### src/rtl/byte_lane_pkg.sv
// Shared constants, FSM encoding and map validation for the byte-lane scheduler.
package byte_lane_pkg;

    localparam int LANES = 4;
    localparam int LW    = 8;
    localparam int FW    = 4;
    localparam int CW    = 16;
    localparam int MAP_W = LANES * FW;
    localparam int DW    = LANES * LW;

    // Field m is the output lane that receives input lane m.
    localparam logic [MAP_W-1:0] MAP_DEFAULT = 16'h0123;

    typedef enum logic [1:0] {
        ST_RUN   = 2'd0,
        ST_DRAIN = 2'd1,
        ST_LOAD  = 2'd2
    } state_t;

    // A map is usable only when every field names a real lane and no two
    // input lanes target the same output lane (i.e. it is a permutation).
    function automatic logic map_valid(input logic [MAP_W-1:0] map);
        logic ok;
        ok = 1'b1;
        for (int i = 0; i < LANES; i++) begin
            if (map[FW*i +: FW] >= FW'(LANES)) begin
                ok = 1'b0;
            end
            for (int j = i + 1; j < LANES; j++) begin
                if (map[FW*i +: FW] == map[FW*j +: FW]) begin
                    ok = 1'b0;
                end
            end
        end
        return ok;
    endfunction

endpackage

### src/rtl/byte_lane_sched_if.sv
// Config, input and output handshakes of the byte-lane scheduler.
interface byte_lane_sched_if;
    import byte_lane_pkg::*;

    logic              cfg_valid;
    logic [MAP_W-1:0]  cfg_map;
    logic              cfg_ready;
    logic              cfg_err;
    logic              in_valid;
    logic              in_ready;
    logic [DW-1:0]     in_data;
    logic              out_valid;
    logic              out_ready;
    logic [DW-1:0]     out_data;
    logic              busy;
    logic [CW-1:0]     xfer_cnt;

    // Producer/consumer/configuration side.
    modport master (
        output cfg_valid, cfg_map, in_valid, in_data, out_ready,
        input  cfg_ready, cfg_err, in_ready, out_valid, out_data, busy, xfer_cnt
    );

    // Scheduler side.
    modport slave (
        input  cfg_valid, cfg_map, in_valid, in_data, out_ready,
        output cfg_ready, cfg_err, in_ready, out_valid, out_data, busy, xfer_cnt
    );

endinterface

### src/rtl/byte_lane_perm.sv
// Combinational lane crossbar: input lane m is written to output lane map[m].
module byte_lane_perm
    import byte_lane_pkg::*;
(
    input  logic [MAP_W-1:0] map,
    input  logic [DW-1:0]    data,
    output logic [DW-1:0]    perm_data
);

    logic [LANES-1:0][DW-1:0] scat_s;

    for (genvar m = 0; m < LANES; m++) begin : g_lane
        logic [DW-1:0] lane_s;

        // Scatter input lane m into its mapped output position.
        always_comb begin
            lane_s = '0;
            lane_s[map[FW*m +: FW]*LW +: LW] = data[LW*m +: LW];
        end

        assign scat_s[m] = lane_s;
    end

    // Merge the scattered lanes; a valid map leaves every lane written once.
    always_comb begin
        perm_data = '0;
        for (int m = 0; m < LANES; m++) begin
            perm_data = perm_data | scat_s[m];
        end
    end

endmodule

### src/rtl/byte_lane_sched.sv
// Byte-lane scheduler: streams words through the crossbar and swaps the lane
// map only after the output register has drained.
module byte_lane_sched
    import byte_lane_pkg::*;
(
    input  logic              clk,
    input  logic              rst_n,
    byte_lane_sched_if.slave  bus
);

    state_t            state_r;
    state_t            state_s;
    logic [MAP_W-1:0]  map_r;
    logic [DW-1:0]     perm_s;
    logic [DW-1:0]     out_data_r;
    logic              out_valid_r;
    logic              cfg_err_r;
    logic [CW-1:0]     xfer_cnt_r;
    logic              in_ready_s;
    logic              accept_s;
    logic              load_s;
    logic              map_ok_s;

    byte_lane_perm u_perm (
        .map       (map_r),
        .data      (bus.in_data),
        .perm_data (perm_s)
    );

    assign load_s   = (state_r == ST_LOAD);
    assign map_ok_s = map_valid(bus.cfg_map);

    // Input acceptance: only in RUN, pending config wins, and the output
    // register must be free or emptying this cycle. Held low during reset.
    always_comb begin
        if (rst_n && (state_r == ST_RUN) && !bus.cfg_valid &&
            (!out_valid_r || bus.out_ready)) begin
            in_ready_s = 1'b1;
        end else begin
            in_ready_s = 1'b0;
        end
    end

    assign accept_s = bus.in_valid && in_ready_s;

    // Next-state logic for the RUN/DRAIN/LOAD controller.
    always_comb begin
        state_s = state_r;
        case (state_r)
            ST_RUN: begin
                if (bus.cfg_valid) begin
                    state_s = ST_DRAIN;
                end else begin
                    state_s = ST_RUN;
                end
            end
            ST_DRAIN: begin
                // A withdrawn request abandons the swap without consuming it.
                if (!bus.cfg_valid) begin
                    state_s = ST_RUN;
                end else if (!out_valid_r || bus.out_ready) begin
                    state_s = ST_LOAD;
                end else begin
                    state_s = ST_DRAIN;
                end
            end
            ST_LOAD: begin
                state_s = ST_RUN;
            end
            default: begin
                state_s = ST_RUN;
            end
        endcase
    end

    // Controller state register.
    always_ff @(posedge clk or negedge rst_n) begin
        if (!rst_n) begin
            state_r <= ST_RUN;
        end else begin
            state_r <= state_s;
        end
    end

    // Output register: load on accept, empty on consumer take, else hold.
    always_ff @(posedge clk or negedge rst_n) begin
        if (!rst_n) begin
            out_valid_r <= 1'b0;
            out_data_r  <= '0;
        end else if (accept_s) begin
            out_valid_r <= 1'b1;
            out_data_r  <= perm_s;
        end else if (bus.out_ready) begin
            out_valid_r <= 1'b0;
        end else begin
            out_valid_r <= out_valid_r;
        end
    end

    // Active lane map: replaced only by a validated map in LOAD.
    always_ff @(posedge clk or negedge rst_n) begin
        if (!rst_n) begin
            map_r <= MAP_DEFAULT;
        end else if (load_s && map_ok_s) begin
            map_r <= bus.cfg_map;
        end else begin
            map_r <= map_r;
        end
    end

    // Rejection flag: one-cycle pulse after a LOAD with a bad map.
    always_ff @(posedge clk or negedge rst_n) begin
        if (!rst_n) begin
            cfg_err_r <= 1'b0;
        end else begin
            cfg_err_r <= load_s && !map_ok_s;
        end
    end

    // Accepted-word counter, free-running with natural wrap.
    always_ff @(posedge clk or negedge rst_n) begin
        if (!rst_n) begin
            xfer_cnt_r <= '0;
        end else if (accept_s) begin
            xfer_cnt_r <= xfer_cnt_r + {{(CW-1){1'b0}}, 1'b1};
        end else begin
            xfer_cnt_r <= xfer_cnt_r;
        end
    end

    assign bus.in_ready  = in_ready_s;
    assign bus.cfg_ready = load_s;
    assign bus.cfg_err   = cfg_err_r;
    assign bus.out_valid = out_valid_r;
    assign bus.out_data  = out_data_r;
    assign bus.busy      = (state_r != ST_RUN);
    assign bus.xfer_cnt  = xfer_cnt_r;

endmodule
### src/flat_wrapper.sv
// flat-port wrapper written by rule: the top's interface ports become plain ports
module byte_lane_sched_flat import byte_lane_pkg::*;
  (clk, rst_n, bus_cfg_valid, bus_cfg_map, bus_in_valid, bus_in_data, bus_out_ready, bus_cfg_ready, bus_cfg_err, bus_in_ready, bus_out_valid, bus_out_data, bus_busy, bus_xfer_cnt);
  byte_lane_sched_if bus_i ();
  input  logic clk;
  input  logic rst_n;
  input wire logic [$bits(bus_i.cfg_valid)-1:0] bus_cfg_valid;
  input wire logic [$bits(bus_i.cfg_map)-1:0] bus_cfg_map;
  input wire logic [$bits(bus_i.in_valid)-1:0] bus_in_valid;
  input wire logic [$bits(bus_i.in_data)-1:0] bus_in_data;
  input wire logic [$bits(bus_i.out_ready)-1:0] bus_out_ready;
  output wire logic [$bits(bus_i.cfg_ready)-1:0] bus_cfg_ready;
  output wire logic [$bits(bus_i.cfg_err)-1:0] bus_cfg_err;
  output wire logic [$bits(bus_i.in_ready)-1:0] bus_in_ready;
  output wire logic [$bits(bus_i.out_valid)-1:0] bus_out_valid;
  output wire logic [$bits(bus_i.out_data)-1:0] bus_out_data;
  output wire logic [$bits(bus_i.busy)-1:0] bus_busy;
  output wire logic [$bits(bus_i.xfer_cnt)-1:0] bus_xfer_cnt;
  assign bus_i.cfg_valid = bus_cfg_valid;
  assign bus_i.cfg_map = bus_cfg_map;
  assign bus_i.in_valid = bus_in_valid;
  assign bus_i.in_data = bus_in_data;
  assign bus_i.out_ready = bus_out_ready;
  assign bus_cfg_ready = bus_i.cfg_ready;
  assign bus_cfg_err = bus_i.cfg_err;
  assign bus_in_ready = bus_i.in_ready;
  assign bus_out_valid = bus_i.out_valid;
  assign bus_out_data = bus_i.out_data;
  assign bus_busy = bus_i.busy;
  assign bus_xfer_cnt = bus_i.xfer_cnt;
  byte_lane_sched u_core (.clk(clk), .rst_n(rst_n), .bus(bus_i));
endmodule
### config.mk
export PLATFORM = sky130hd
export DESIGN_NAME = byte_lane_sched_flat
export DESIGN_NICKNAME = d
export VERILOG_FILES = /design/src/rtl/byte_lane_pkg.sv /design/src/rtl/byte_lane_sched_if.sv /design/src/rtl/byte_lane_perm.sv /design/src/rtl/byte_lane_sched.sv /design/src/flat_wrapper.sv
export SDC_FILE = /design/constraint.sdc
export NUM_CORES = 1
export LEC_CHECK = 0
export ABC_AREA = 0
export CORE_MARGIN = 4
export CORE_UTILIZATION = 35
export DETAILED_ROUTE_END_ITERATION = 8
export GPL_ROUTABILITY_DRIVEN = 0
export PLACE_DENSITY = 0.69
export SLEW_MARGIN = 30
export SYNTH_ARGS = -nofsm -noshare
export SYNTH_HDL_FRONTEND = slang
export SYNTH_SLANG_ARGS = --single-unit
### constraint.sdc
create_clock -name clk -period 4 [get_ports clk]
set_clock_uncertainty 0.05 [all_clocks]
set_input_delay 0.4 -clock clk [delete_from_list [all_inputs] [get_ports clk]]
set_output_delay 0.4 -clock clk [all_outputs]
set_load 0.02 [all_outputs]
# Word level (Yosys, flattened, before mapping)
# Index checks and enable logic that the tools add are counted.
[classes]
addsub = 5
n_lt_le_gt_ge = 4
eq_ne = 8
shifts = 8
muxes = 17
n_bitwise = 7
reduce_logical = 13
[ops]
columns = ["op", "n"]
rows = [
  ["7-bit negation with 34-bit output", 4],
  ["8-bit by 34-bit variable shift with 32-bit output (first input constant)", 4],
  ["8-bit by 34-bit indexed part select with 32-bit output", 4],
  ["32-bit bitwise AND", 4],
  ["32-bit OR", 3],
  ["4-bit equality test", 6],
  ["16-bit by 1-bit adder with 16-bit output (second input constant)", 1],
  ["4-bit by 3-bit >= comparator with 1-bit output (second input constant)", 4],
  ["1-bit 2-to-1 mux", 14],
  ["1-bit logical AND", 6],
  ["2-bit 2-to-1 mux", 2],
  ["2-bit one-hot mux with 2 select lines", 1],
  ["2-bit nonzero test", 2],
  ["1-bit zero test", 3],
  ["2-bit by 1-bit equality test with 1-bit output (second input constant)", 1],
  ["2-bit equality test (second input constant)", 1],
  ["2-bit zero test", 1],
  ["1-bit logical OR", 1],
]
[word_totals]
ff_bits = 68
input_bits = 53
output_inout_bits = 53
word_cells = 68

# Depth between registers and ports, before layout
# Gate-level depths: netlist (run 1).
[logic_depth]
word_depth = 13
ltp_mapped = 8
mapped_depth_nobuf = 7

# By module
# From an unflattened synthesis (run 1), not the netlist that was laid out.
[unflattened]
cells_unflattened = 387
area_unflattened_um2 = 4247.8
[modules_own_cells]
columns = ["mod", "instances", "cells_per_inst", "area_per_inst_um2", "seq_area_each_um2"]
rows = [
  ["byte_lane_sched", 1, 215, 2949.1, 1706.6],
  ["byte_lane_perm", 1, 172, 1298.7, 0.0],
]

# Worst setup path after synthesis (run 1)
# OpenSTA, ideal clock, no wires.
[synth_path]
path_kind = "register to register"
startpoint = "register u_core.map_r[1]"
endpoint = "register u_core.out_data_r[0] (netlist: u_core.bus.out_data[0])"
setup_ps = 82
t_arrival_ps = 2456
path_slack_ps = 1412
path_stages_with_launch = 7
synth_period_minus_slack_ps = 2588
cell_sequence = "dfstp_2 -> or3_1 -> ha_1 -> or4b_2 -> nor3_1 -> a22oi_1 -> a31oi_1"
[synth_between]
elab_chain_len = 6
elab_cells_between_ends = 7
cone_classes = "add/sub (1); shift (2); bitwise (4)"
[synth_rtl]
columns = ["item", "line_no", "source"]
rows = [
  ["start, declared", "byte_lane_sched.sv:13", "logic [MAP_W-1:0] map_r;"],
  ["start signal, assigned", "byte_lane_sched.sv:105", "map_r <= bus.cfg_map;"],
  ["start signal, assigned", "byte_lane_sched.sv:107", "map_r <= map_r;"],
  ["7-bit negation with 34-bit output *", "byte_lane_perm.sv:18", "lane_s[map[FW*m +: FW]*LW +: LW] = data[LW*m +: LW];"],
  ["8-bit by 34-bit indexed part select with 32-bit output or 8-bit by 34-bit variable shift with 32-bit output (tied branches)", "byte_lane_perm.sv:18", ""],
  ["32-bit bitwise AND (no source line) *", "-", ""],
  ["32-bit OR * (3 in a row)", "byte_lane_perm.sv:28", "perm_data = perm_data | scat_s[m];"],
  ["end signal, assigned", "byte_lane_sched.sv:92", "out_data_r <= perm_s;"],
  ["end, declared", "byte_lane_sched.sv:15", "logic [DW-1:0] out_data_r;"],
]
# Mark *: on every way between the ends. The rest lies on a longest branch, timed or not.
# A chain may end at the register's enable or synchronous reset.

# Final worst setup path (run 1)
[layout_path]
startpoint = "register u_core.map_r[2]"
endpoint = "register u_core.out_data_r[1] (netlist: u_core.bus.out_data[1])"
# The elaborated chain is that of the path after synthesis.

==> results by group, run 1 <==
Timing
  – Setup-violating endpoint count in the final report: 0
  – Total count of max-transition violations in the final report: 0
  – Count of final hold-check violations: 0
  – Max-Slew Margin vs Limit: 37.0%
  – Minimum period implied by the final worst setup slack: 3.11 ns
  – Setup repair after global routing missed its margin: no
  – Transition time at the pin with the least slew margin: 0.932 ns
  – Ratio of final minimum period to clock period: 77.8%
  – Setup Total Neg Slack: 0 ns
  – Maximum achievable frequency: 0.321 GHz

Route
  – Wirelength per Cell: 17.9 um
  – TritonRoute pass-1 iters: 9
  – Remaining DRCs: 0
  – Via Count: 3686
  – Initial DRC count: 486
  – Detail-routed via count per cell: 5.64
  – Number of routed nets with antenna violations: 0
  – Total wire length: 11700 um

Global routing
  – Overall overflow remaining after global route: 0
  – Number of global-route vias before repair: 3824
  – GRT Total Usage: 18.6%
  – Pin count of the biggest net entering global routing: 69
  – First-pass GRT wire length: 19100 um
  – Initial antenna violation count: 0

Critical path
  – Cell-by-cell trace of the critical path: or3_1 -> ha_1 -> or4b_2 -> nor3_1 -> buf_4 -> a22oi_1 -> a31oi_1
  – Type of element capturing the critical path: register
  – Timing startpoint of the critical path: u_core.map_r[2]$_DFFE_PN0P_
  – Category of the most critical setup path: reg -> reg
  – CP startpoint kind: register
  – Reg-to-reg critical path endpoint: u_core.bus.out_data[1]$_DFFE_PN0P_
  – Top cell family by delay on the critical path: simple AND/OR/NAND/NOR gates
  – Maximum cell stage delay along the critical path: 0.67 ns
  – Data required time at the worst endpoint: 4.23 ns
  – Highest fanout seen on the critical path: 5
  – Cell depth of the worst setup path: 7
  – Critical path buffers and inverters: 1
  – Crit path capture: u_core.bus.out_data[1]$_DFFE_PN0P_
  – Launching point of the worst reg2reg path: u_core.map_r[2]$_DFFE_PN0P_
  – R2r worst-path depth: 7
  – Slack of the worst reg-to-reg path: 0.89 ns
  – Arrival time worst endpoint: 3.34 ns
  – Slowest stage cell, crit path: or4b_2

Cells and area
  – Leading cell types in the layout, fill and taps excluded: clkdlybuf4s50_1 (104), dfrtp_1 (64), nor2_1 (55)
  – Net count, final: 574
  – Cell area after layout: 5330 um^2
  – Number of antenna cells inserted: 0
  – Share of layout cells above drive strength 1: 11.4%
  – Layout overhead on the synthesized area: 40.5%
  – Commonest non-fill, non-tap cell in the layout: clkdlybuf4s50_1

Die
  – Area of the placeable core: 10500 um^2
  – Number of top-level pins: 106
  – Die extent in x: 112 um
  – Die H: 112 um
  – Total die area: 12600 um^2
  – Row Count: 37
  – Starting utilization of the core area: 36.3%

Logic synthesis
  – Synth Cell Area: 3790 um^2
  – Synthesis warning total: 0
  – Flip-flop and latch count after synthesis: 68
  – Most common flop cell mapped by yosys: dfrtp_1
  – Count of cell types in the netlist: 46
  – Total nets after synthesis: 455
  – Sequential area share after synthesis: 45.0%
  – Async S/R FF share, synth: 100%
  – Number of instances in the synthesized netlist: 393
  – Number of enable-type register cells in the synthesized netlist: 0
  – Synthesized area divided by synthesized cell count: 9.66 um^2

Run
  – Max_cap viols: 0

CTS
  – Clock root buffer master: clkbuf_8
  – Number of buffers on the longest clock path: 2
  – Hold buffer count at CTS: 0
  – Clock latency of the later-clocked register in the worst-skew pair: 0.35 ns
  – TritonCTS clock tree: built
  – Count of cells resized by post-cts repair: 0
  – TritonCTS Buffers: 9
  – Clock sink total: 68
  – CTS HTree Levels: 3
  – Reg clk slew, reported paths: 0.08 ns
  – Number of setup buffers added after CTS: 0

Power and ir drop
  – Total Power Consumption: 0.00225 W
  – Maximum resistive drop on vdd: 0.229 mV
  – Areal power density over the cells: 423 nW/um^2
  – Cell leakage power: 2.21 nW

Placement
  – Count of input and output buffers: 105
  – Post-DP HPWL: 8220 um
  – Post-detailed-placement cell area: 5060 um^2

Status
  – Outcome: completed

Hold path
  – Hold Path Class: in -> async
[state kept, by name, indices dropped and copies added (netlist names)]
register and cells:
u_core.bus.xfer_cnt 16, u_core.bus.out_valid 1, u_core.state_r 2, u_core.bus.cfg_err 1
u_core.bus.out_data 32, u_core.map_r 16
[cells in the mapped netlist (all sizes together) (3+ instances only)]
master	count	area [um^2]
or3	6	37.5
a22oi	16	120
clkbuf	9	33.8
nand4	4	25.0
inv	10	37.5
nand3	4	20.0
and2	11	78.8
nor2	55	206
nor3	6	30.0
and3	5	31.3
nor4b	3	26.3
ha	9	113
dfrtp	64	1600
nor4	5	37.5
nand2	26	97.6
or4b	3	30.0
a21oi	52	260
nand2b	3	18.8
xnor2	22	193
a31oi	8	50.1
dfstp	4	105
a222oi	16	160
mux2	8	97.6
a221oi	8	70.1
xor2	15	131
[cell type report]
| class | instances | area, um^2 |
|---|---|---|
| multi-input cells | 304 | 2000 |
| inverters | 10 | 37.5 |
| flip-flops and latches | 68 | 1710 |
| clock inverters | 6 | 136 |
| repair buffers | 119 | 1150 |
| clock buffers | 10 | 128 |
| well taps | 136 | 170 |
| fillers | 960 | 5130 |
[how the worst min path moves through the flow]
stage | depth (start not counted) | slack [ns] | to
3_5_place_dp | 1 | 0.42 | u_core.bus.xfer_cnt[15]$_DFFE_PN0P_
2_1_floorplan | 0 | 0.05 | u_core.bus.cfg_err$_DFF_PN0_
6_report | 2 | 0.10 | u_core.bus.cfg_err$_DFF_PN0_
5_1_grt | 2 | 0.16 | u_core.map_r[9]$_DFFE_PN0P_
3_3_place_gp | 1 | 0.41 | u_core.bus.xfer_cnt[15]$_DFFE_PN0P_
4_1_cts | 2 | 0.24 | u_core.bus.out_data[15]$_DFFE_PN0P_
[stage by stage]
stage	hold WS [ns]	instances	utilization, %	setup WS [ns]
2_1_floorplan	0.0544	393	-	1.41
6_report	0.100	653	50.9	0.888
5_1_grt	0.160	653	50.9	0.796
4_1_cts	0.240	653	50.9	0.962
3_3_place_gp	0.414	637	48.3	1.20
3_5_place_dp	0.420	637	48.4	0.991
[power breakdown]
group	switching (W)	internal (W)
sequential	0.0000751	0.000790
clock	0.000283	0.000478
combinational	0.000319	0.000307
total	0.000677	0.00158
[cells by family (layout without fill, tap and decap cells)]
| group | after synthesis | after routing | synth area share [%] |
|---|---|---|---|
| AOI/OAI and AO/OA | 109 | 109 | 19.5 |
| DFF | 68 | 68 | 45.0 |
| xor gates and xnor gates | 37 | 37 | 8.54 |
| buffers and inverters | 21 | 145 | 2.57 |
| muxes | 8 | 8 | 2.57 |
| adders and majority gates | 9 | 9 | 2.97 |
| and+or+nand+nor | 141 | 141 | 18.9 |
[routing by layer]
| layer | global-route usage, % | vias to the layer above | share of wire (%) |
|---|---|---|---|
| met2 | 30.6 | 178 | 47 |
| li1 | - | 1694 | - |
| met5 | 0 | - | 0 |
| met4 | 5.77 | 0 | 2.3 |
| met3 | 4.96 | 35 | 7.5 |
| met1 | 23.8 | 1779 | 43 |
[worst reg2reg max path, delay by kind of cell, from the launching register on]
kind,cells,cell delay [ns]
AND/OR/NAND/NOR,3,1.73
adder cells (fa/ha/maj),1,0.33
flip-flops,1,0.41
buffers and inverters,1,0.26
AO/OA/AOI/OAI,2,0.27
(Power assumes the default switching activity.)
==> inputs of run 2 (changes only) <==
==> constraint.sdc (replaced) <==
create_clock -name clk -period 3 [get_ports clk]
set_clock_uncertainty 0.05 [all_clocks]
set_input_delay 0.3 -clock clk [delete_from_list [all_inputs] [get_ports clk]]
set_output_delay 0.3 -clock clk [all_outputs]
set_load 0.02 [all_outputs]
==> run 2 against run 1 <==
  * Global-route usage shrank 0.058 points
  * Setup slack worse by 0.41 ns
  * Via count barely moved
  * Die area did not move
  * First-iteration DRC count decreased by 25%
  * Combinational power up 34%
  * Worst hold slack worse by 0.063 ns
  * Fmax rose by 23%
  * Critical path depth is the same
  * Wire length down 0.62%
  * Sequential cell count unchanged
  * Critical path type unchanged
  * Largest cell class unchanged
  * Highest routed layer unchanged
==> results by group, run 2 (synthesized netlist as in run 1, its figures left out) <==
Timing
  – Setup repair after global routing missed its margin: no
  – Maximum achievable frequency: 0.396 GHz (+23%)
  – Worst Hold Margin: 0.0375 ns (-0.0627 ns)
  – Max-Slew Margin vs Limit: 52.8% (+16 points)
  – Setup Total Neg Slack: 0 ns (unchanged)
  – Minimum period implied by the final worst setup slack: 2.53 ns (-0.586 ns)
  – Setup-violating endpoint count in the final report: 0 (unchanged)
  – Total count of max-transition violations in the final report: 0 (unchanged)
  – Count of final hold-check violations: 0 (unchanged)
  – Ratio of final minimum period to clock period: 84.2% (+6.4 points)
  – Transition time at the pin with the least slew margin: 0.704 ns (-0.228 ns)

Route
  – Total wire length: 11600 um (-0.62%)
  – Remaining DRCs: 0 (unchanged)
  – Initial DRC count: 364 (-25%)
  – Via Count: 3689 (+0.081%)
  – Detail-routed via count per cell: 5.62 (-0.38%)
  – Wirelength per Cell: 17.7 um (-1.1%)
  – Number of routed nets with antenna violations: 0 (unchanged)
  – TritonRoute pass-1 iters: 7 (-2)

Global routing
  – GRT Total Usage: 18.5% (-0.058 points)
  – Pin count of the biggest net entering global routing: 69 (unchanged)
  – Overall overflow remaining after global route: 0 (unchanged)
  – First-pass GRT wire length: 19000 um (-0.69%)
  – Initial antenna violation count: 0 (unchanged)
  – Number of global-route vias before repair: 3744 (-2.1%)

Placement
  – Post-DP HPWL: 8290 um (+0.90%)
  – Count of input and output buffers: 105 (unchanged)

Cells and area
  – Net count, final: 578 (+0.70%)
  – Commonest non-fill, non-tap cell in the layout: clkdlybuf4s50_1
  – Layout overhead on the synthesized area: 39.5%
  – Count of filler cells inserted in the layout: 934 (-2.7%)
  – End-of-flow core utilization: 50.6% (-0.33 points)
  – Number of antenna cells inserted: 0 (unchanged)
  – Share of layout cells above drive strength 1: 12.5% (+1.1 points)
  – Leading cell types in the layout, fill and taps excluded: clkdlybuf4s50_1 (104), dfrtp_1 (64), nor2_1 (55)
  – Max FFs per register: 32 (unchanged)

Die
  – Number of top-level pins: 106 (unchanged)
  – Starting utilization of the core area: 36.3% (unchanged)
  – Die H: 112 um (unchanged)
  – Die extent in x: 112 um (unchanged)
  – Total die area: 12600 um^2 (unchanged)
  – Area of the placeable core: 10500 um^2 (unchanged)
  – Row Count: 37 (unchanged)

Critical path
  – Slowest stage cell, crit path: or4b_2
  – Crit path capture: u_core.bus.out_data[7]$_DFFE_PN0P_
  – Slack of the worst reg-to-reg path: 0.47 ns (-0.41 ns)
  – R2r worst-path depth: 7 (unchanged)
  – Cell depth of the worst setup path: 7 (unchanged)
  – Maximum cell stage delay along the critical path: 0.66 ns (about the same)
  – Category of the most critical setup path: reg -> reg
  – Cell-by-cell trace of the critical path: or3_1 -> ha_1 -> or4b_2 -> nor3_1 -> buf_4 -> a22oi_1 -> a31oi_1
  – Data required time at the worst endpoint: 3.21 ns (-1.02 ns)
  – CP startpoint kind: register
  – Reg-to-reg critical path endpoint: u_core.bus.out_data[7]$_DFFE_PN0P_
  – Timing startpoint of the critical path: u_core.map_r[2]$_DFFE_PN0P_
  – Highest fanout seen on the critical path: 8 (+3)
  – Arrival time worst endpoint: 2.74 ns (-0.60 ns)
  – Critical path buffers and inverters: 1 (unchanged)
  – Top cell family by delay on the critical path: simple AND/OR/NAND/NOR gates
  – Launching point of the worst reg2reg path: u_core.map_r[2]$_DFFE_PN0P_
  – Type of element capturing the critical path: register

CTS
  – Reg clk slew, reported paths: 0.08 ns (about the same)
  – Hold buffer count at CTS: 0 (unchanged)
  – TritonCTS Buffers: 9 (unchanged)
  – Count of cells resized by post-cts repair: 0 (unchanged)
  – Number of buffers on the longest clock path: 2 (unchanged)
  – CTS HTree Levels: 3 (unchanged)
  – TritonCTS clock tree: built
  – Clock latency of the later-clocked register in the worst-skew pair: 0.33 ns (-0.02 ns)
  – Clock root buffer master: clkbuf_8
  – Number of setup buffers added after CTS: 0 (unchanged)
  – Clock sink total: 68 (unchanged)

Power and ir drop
  – Cell leakage power: 2.20 nW (-0.42%)
  – Total Power Consumption: 0.00274 W (+22%)
  – Areal power density over the cells: 518 nW/um^2 (+22%)
  – Maximum resistive drop on vdd: 0.292 mV (+28%)

Run
  – Max_cap viols: 0 (unchanged)

Hold path
  – Hold Path Class: in -> async

Status
  – Outcome: completed
[run 2: changes by cell type in the layout (fill, tap and decap cells not counted), sizes merged]
cell | previous run | this run
buf | 15 | 19
bufinv | 4 | 1
clkinv | 1 | 3
[run 2: report_power, final]
| group | total [W] | internal [W] | leakage [nW] | switching (W) |
|---|---|---|---|---|
| clock network | 0.000739 | 0.000398 | 0.0979 | 0.000341 |
| registers | 0.00116 | 0.00105 | 0.837 | 0.000109 |
| logic | 0.000840 | 0.000410 | 1.27 | 0.000429 |
[run 2: worst min path at each step]
stage	cells past startpoint	start	endpoint
2_1_floorplan	0	rst_n	u_core.bus.cfg_err$_DFF_PN0_
6_report	2	rst_n	u_core.bus.out_data[7]$_DFFE_PN0P_
4_1_cts	2	rst_n	u_core.bus.out_data[7]$_DFFE_PN0P_
3_3_place_gp	1	u_core.bus.xfer_cnt[15]$_DFFE_PN0P_	u_core.bus.xfer_cnt[15]$_DFFE_PN0P_
3_5_place_dp	1	u_core.bus.xfer_cnt[15]$_DFFE_PN0P_	u_core.bus.xfer_cnt[15]$_DFFE_PN0P_
5_1_grt	2	rst_n	u_core.state_r[1]$_DFF_PN0_
[run 2: metal layers]
metal,routed length [um],GRT usage (%),up-vias
met4,228,8.17,0
met1,4770,24.0,1749
met3,1020,4.26,21
met2,5620,29.6,215
met5,0,0,-
li1,-,-,1704
[run 2: cell type report]
cell class | count | area [um^2] | area share (%)
Clock inverter | 5 | 52.6 | 0.992
Sequential cell | 68 | 1710 | 32.2
Clock buffer | 10 | 138 | 2.60
Multi-Input combinational cell | 304 | 2010 | 37.9
Inverter | 10 | 37.5 | 0.709
Tap cell | 136 | 170 | 3.21
Timing Repair Buffer | 123 | 1180 | 22.4
[run 2: per-stage QoR]
step | instances | setup WS (ns) | instance area, um^2
6_report | 656 | 0.474 | 5300
3_5_place_dp | 641 | 0.280 | 5100
3_3_place_gp | 641 | 0.284 | 5090
5_1_grt | 656 | 0.301 | 5300
2_1_floorplan | 393 | 0.412 | 3790
4_1_cts | 656 | 0.470 | 5290
==> inputs of run 3 (changes only) <==
==> constraint.sdc (replaced) <==
create_clock -name clk -period 2.57 [get_ports clk]
set_clock_uncertainty 0.05 [all_clocks]
set_input_delay 0.257 -clock clk [delete_from_list [all_inputs] [get_ports clk]]
set_output_delay 0.257 -clock clk [all_outputs]
set_load 0.02 [all_outputs]
==> run 3 against run 2 <==
  * The run now ends with hold timing left
  * First-iteration DRC count is 27% higher
  * Worst hold slack worse by 0.071 ns
  * Count of clock-buffer cells in the layout increased by 1
  * Setup slack lost 0.34 ns
  * Fmax increased by 3.5%
  * Combinational power up 18%
  * Die area is the same
  * Final cell count up 0.61%
  * Critical path depth unchanged
  * Register-to-register slack worse by 0.34 ns
  * Design area grew 1.4%
  * Via count up 1.6%
  * Critical path type unchanged
==> results by group, run 3 (synthesized netlist as in run 1, its figures left out) <==
Status
  – Outcome: complete, but fails checks
  – Violated checks: hold timing

Die
  – Number of top-level pins: 106 (unchanged)
  – Die H: 112 um (unchanged)
  – Starting utilization of the core area: 36.3% (unchanged)
  – Total die area: 12600 um^2 (unchanged)
  – Row Count: 37 (unchanged)
  – Area of the placeable core: 10500 um^2 (unchanged)
  – Die extent in x: 112 um (unchanged)

Cells and area
  – Layout overhead on the synthesized area: 41.5%
  – Leading cell types in the layout, fill and taps excluded: clkdlybuf4s50_1 (104), dfrtp_1 (64), nor2_1 (54)
  – Share of layout cells above drive strength 1: 13.7% (+1.2 points)
  – Net count, final: 581 (+0.52%)
  – End-of-flow core utilization: 51.3% (+0.72 points)
  – Number of standard cells in the layout, taps in and fillers out: 660 (+0.61%)
  – Commonest non-fill, non-tap cell in the layout: clkdlybuf4s50_1
  – Max FFs per register: 32 (unchanged)
  – Number of antenna cells inserted: 0 (unchanged)

Route
  – Wirelength per Cell: 17.8 um (+0.47%)
  – Detail-routed via count per cell: 5.68 (+0.98%)
  – Number of routed nets with antenna violations: 0 (unchanged)
  – Via Count: 3748 (+1.6%)
  – Initial DRC count: 463 (+27%)
  – Remaining DRCs: 0 (unchanged)
  – Total wire length: 11800 um (+1.1%)
  – TritonRoute pass-1 iters: 5 (-2)

CTS
  – TritonCTS clock tree: built
  – Number of buffers on the longest clock path: 2 (unchanged)
  – Clock root buffer master: clkbuf_8
  – Clock sink total: 68 (unchanged)
  – Number of setup buffers added after CTS: 0 (unchanged)
  – Clock latency of the later-clocked register in the worst-skew pair: 0.34 ns (about the same)
  – TritonCTS Buffers: 9 (unchanged)
  – CTS HTree Levels: 3 (unchanged)
  – Reg clk slew, reported paths: 0.08 ns (about the same)

Placement
  – Post-DP HPWL: 8360 um (+0.78%)
  – Instance count after placement with tap cells included: 644 (+0.47%)
  – Count of input and output buffers: 105 (unchanged)

Timing
  – Maximum achievable frequency: 0.410 GHz (+3.5%)
  – Max-Slew Margin vs Limit: 51.8% (-1.1 points)
  – Transition time at the pin with the least slew margin: 0.721 ns (+0.0171 ns)
  – Setup-violating endpoint count in the final report: 0 (unchanged)
  – Count of final hold-check violations: 53 (+53)
  – Setup Total Neg Slack: 0 ns (unchanged)
  – Minimum period implied by the final worst setup slack: 2.44 ns (-0.0856 ns)
  – Total count of max-transition violations in the final report: 0 (unchanged)
  – Worst Hold Margin: -0.0331 ns (-0.0706 ns)
  – Ratio of final minimum period to clock period: 95.0% (+11 points)
  – Setup repair after global routing missed its margin: no

Power and ir drop
  – Cell leakage power: 2.22 nW (+0.73%)
  – Areal power density over the cells: 601 nW/um^2 (+16%)
  – Maximum resistive drop on vdd: 0.346 mV (+18%)
  – Total Power Consumption: 0.00323 W (+18%)

Critical path
  – Arrival time worst endpoint: 2.64 ns (-0.10 ns)
  – Category of the most critical setup path: reg -> reg
  – Maximum cell stage delay along the critical path: 0.49 ns (-0.17 ns)
  – Slowest stage cell, crit path: or3b_2
  – Highest fanout seen on the critical path: 8 (unchanged)
  – Cell-by-cell trace of the critical path: or3_4 -> ha_1 -> or3b_2 -> nor4_2 -> buf_4 -> a22oi_1 -> a31oi_1
  – CP startpoint kind: register
  – Type of element capturing the critical path: register
  – Data required time at the worst endpoint: 2.77 ns (-0.44 ns)

Global routing
  – Pin count of the biggest net entering global routing: 69 (unchanged)
  – Overall overflow remaining after global route: 0 (unchanged)
  – Number of global-route vias before repair: 3834 (+2.4%)
  – Initial antenna violation count: 0 (unchanged)
  – First-pass GRT wire length: 19200 um (+0.94%)
  – GRT Total Usage: 18.5% (about the same)

Hold path
  – Hold Path Class: in -> async

Run
  – Max_cap viols: 0 (unchanged)
-- run 3: changes by cell type in the layout (fill, tap and decap cells not counted), sizes merged --
cell | before | now
clkinv | 3 | 2
clkbuf | 10 | 11
clkinvlp | 1 | 2
buf | 19 | 22
-- run 3: path summary, 6_finish.rpt --
| kind | from | to | slack [ns] | cells past startpoint |
|---|---|---|---|---|
| setup / recovery | u_core.map_r[9]$_DFFE_PN0P_ | u_core.bus.out_data[5]$_DFFE_PN0P_ | 0.13 | 7 |
| hold / removal | rst_n | u_core.state_r[0]$_DFF_PN0_ | -0.03 | 2 |
| setup reg to reg | u_core.map_r[9]$_DFFE_PN0P_ | u_core.bus.out_data[5]$_DFFE_PN0P_ | 0.13 | 7 |
| hold reg to reg | u_core.bus.xfer_cnt[15]$_DFFE_PN0P_ | u_core.bus.xfer_cnt[15]$_DFFE_PN0P_ | 0.43 | 1 |
| max in group asynchronous | rst_n | u_core.map_r[15]$_DFFE_PN0P_ | 2.07 | 2 |
| min in group clk | u_core.bus.xfer_cnt[15]$_DFFE_PN0P_ | u_core.bus.xfer_cnt[15]$_DFFE_PN0P_ | 0.43 | 1 |
-- run 3: through the flow --
stage / hold slack (ns) / setup slack, ns / instance area (um^2)
floorplan: -0.0886 / 0.0801 / 3800
global placement: 0.410 / -0.0349 / 5130
detailed placement: 0.428 / -0.118 / 5140
CTS: 0.102 / 0.0236 / 5340
global route: 0.0212 / 0.00710 / 5370
finish: -0.0331 / 0.129 / 5370
-- run 3: routing by layer --
metal / routed length [um] / up-vias / share of wire (%) / track usage (%)
li1: - / 1716 / - / -
met1: 4960 / 1812 / 42 / 24.6
met2: 5520 / 193 / 47 / 28.6
met3: 1040 / 27 / 8.8 / 6.15
met4: 244 / 0 / 2.1 / 5.85
met5: 0 / - / 0 / 0
-- run 3: critical path: cells and delay by family (launching register included) --
family	cells	cell delay [ns]
fa+ha+maj	1	0.31
flops	1	0.41
buf+inv	1	0.22
simple gates	3	1.05
compound gates	2	0.30
-- run 3: where the power goes --
group	internal [W]	leakage [nW]	switching (W)
Clock	0.000452	0.0897	0.000432
Sequential	0.00123	0.837	0.000127
Combinational	0.000485	1.29	0.000502
-- run 3: what timing repair did --
item                                    CTS  global route
endpoints found under the setup margin    8            16
gates resized for setup                   1             7
cloned                                    0             0
endpoints found under the hold margin     0             0
hold buffers                              0             0
pin swaps                                 0             1
-- run 3: cell type report --
cell class	count	area, um^2
tap	136	170
fill	959	5090
inverter	10	37.5
clock buffer	11	131
clock inverter	5	62.6
timing repair buffer	126	1220
multi-input combinational	304	2040
sequential	68	1710
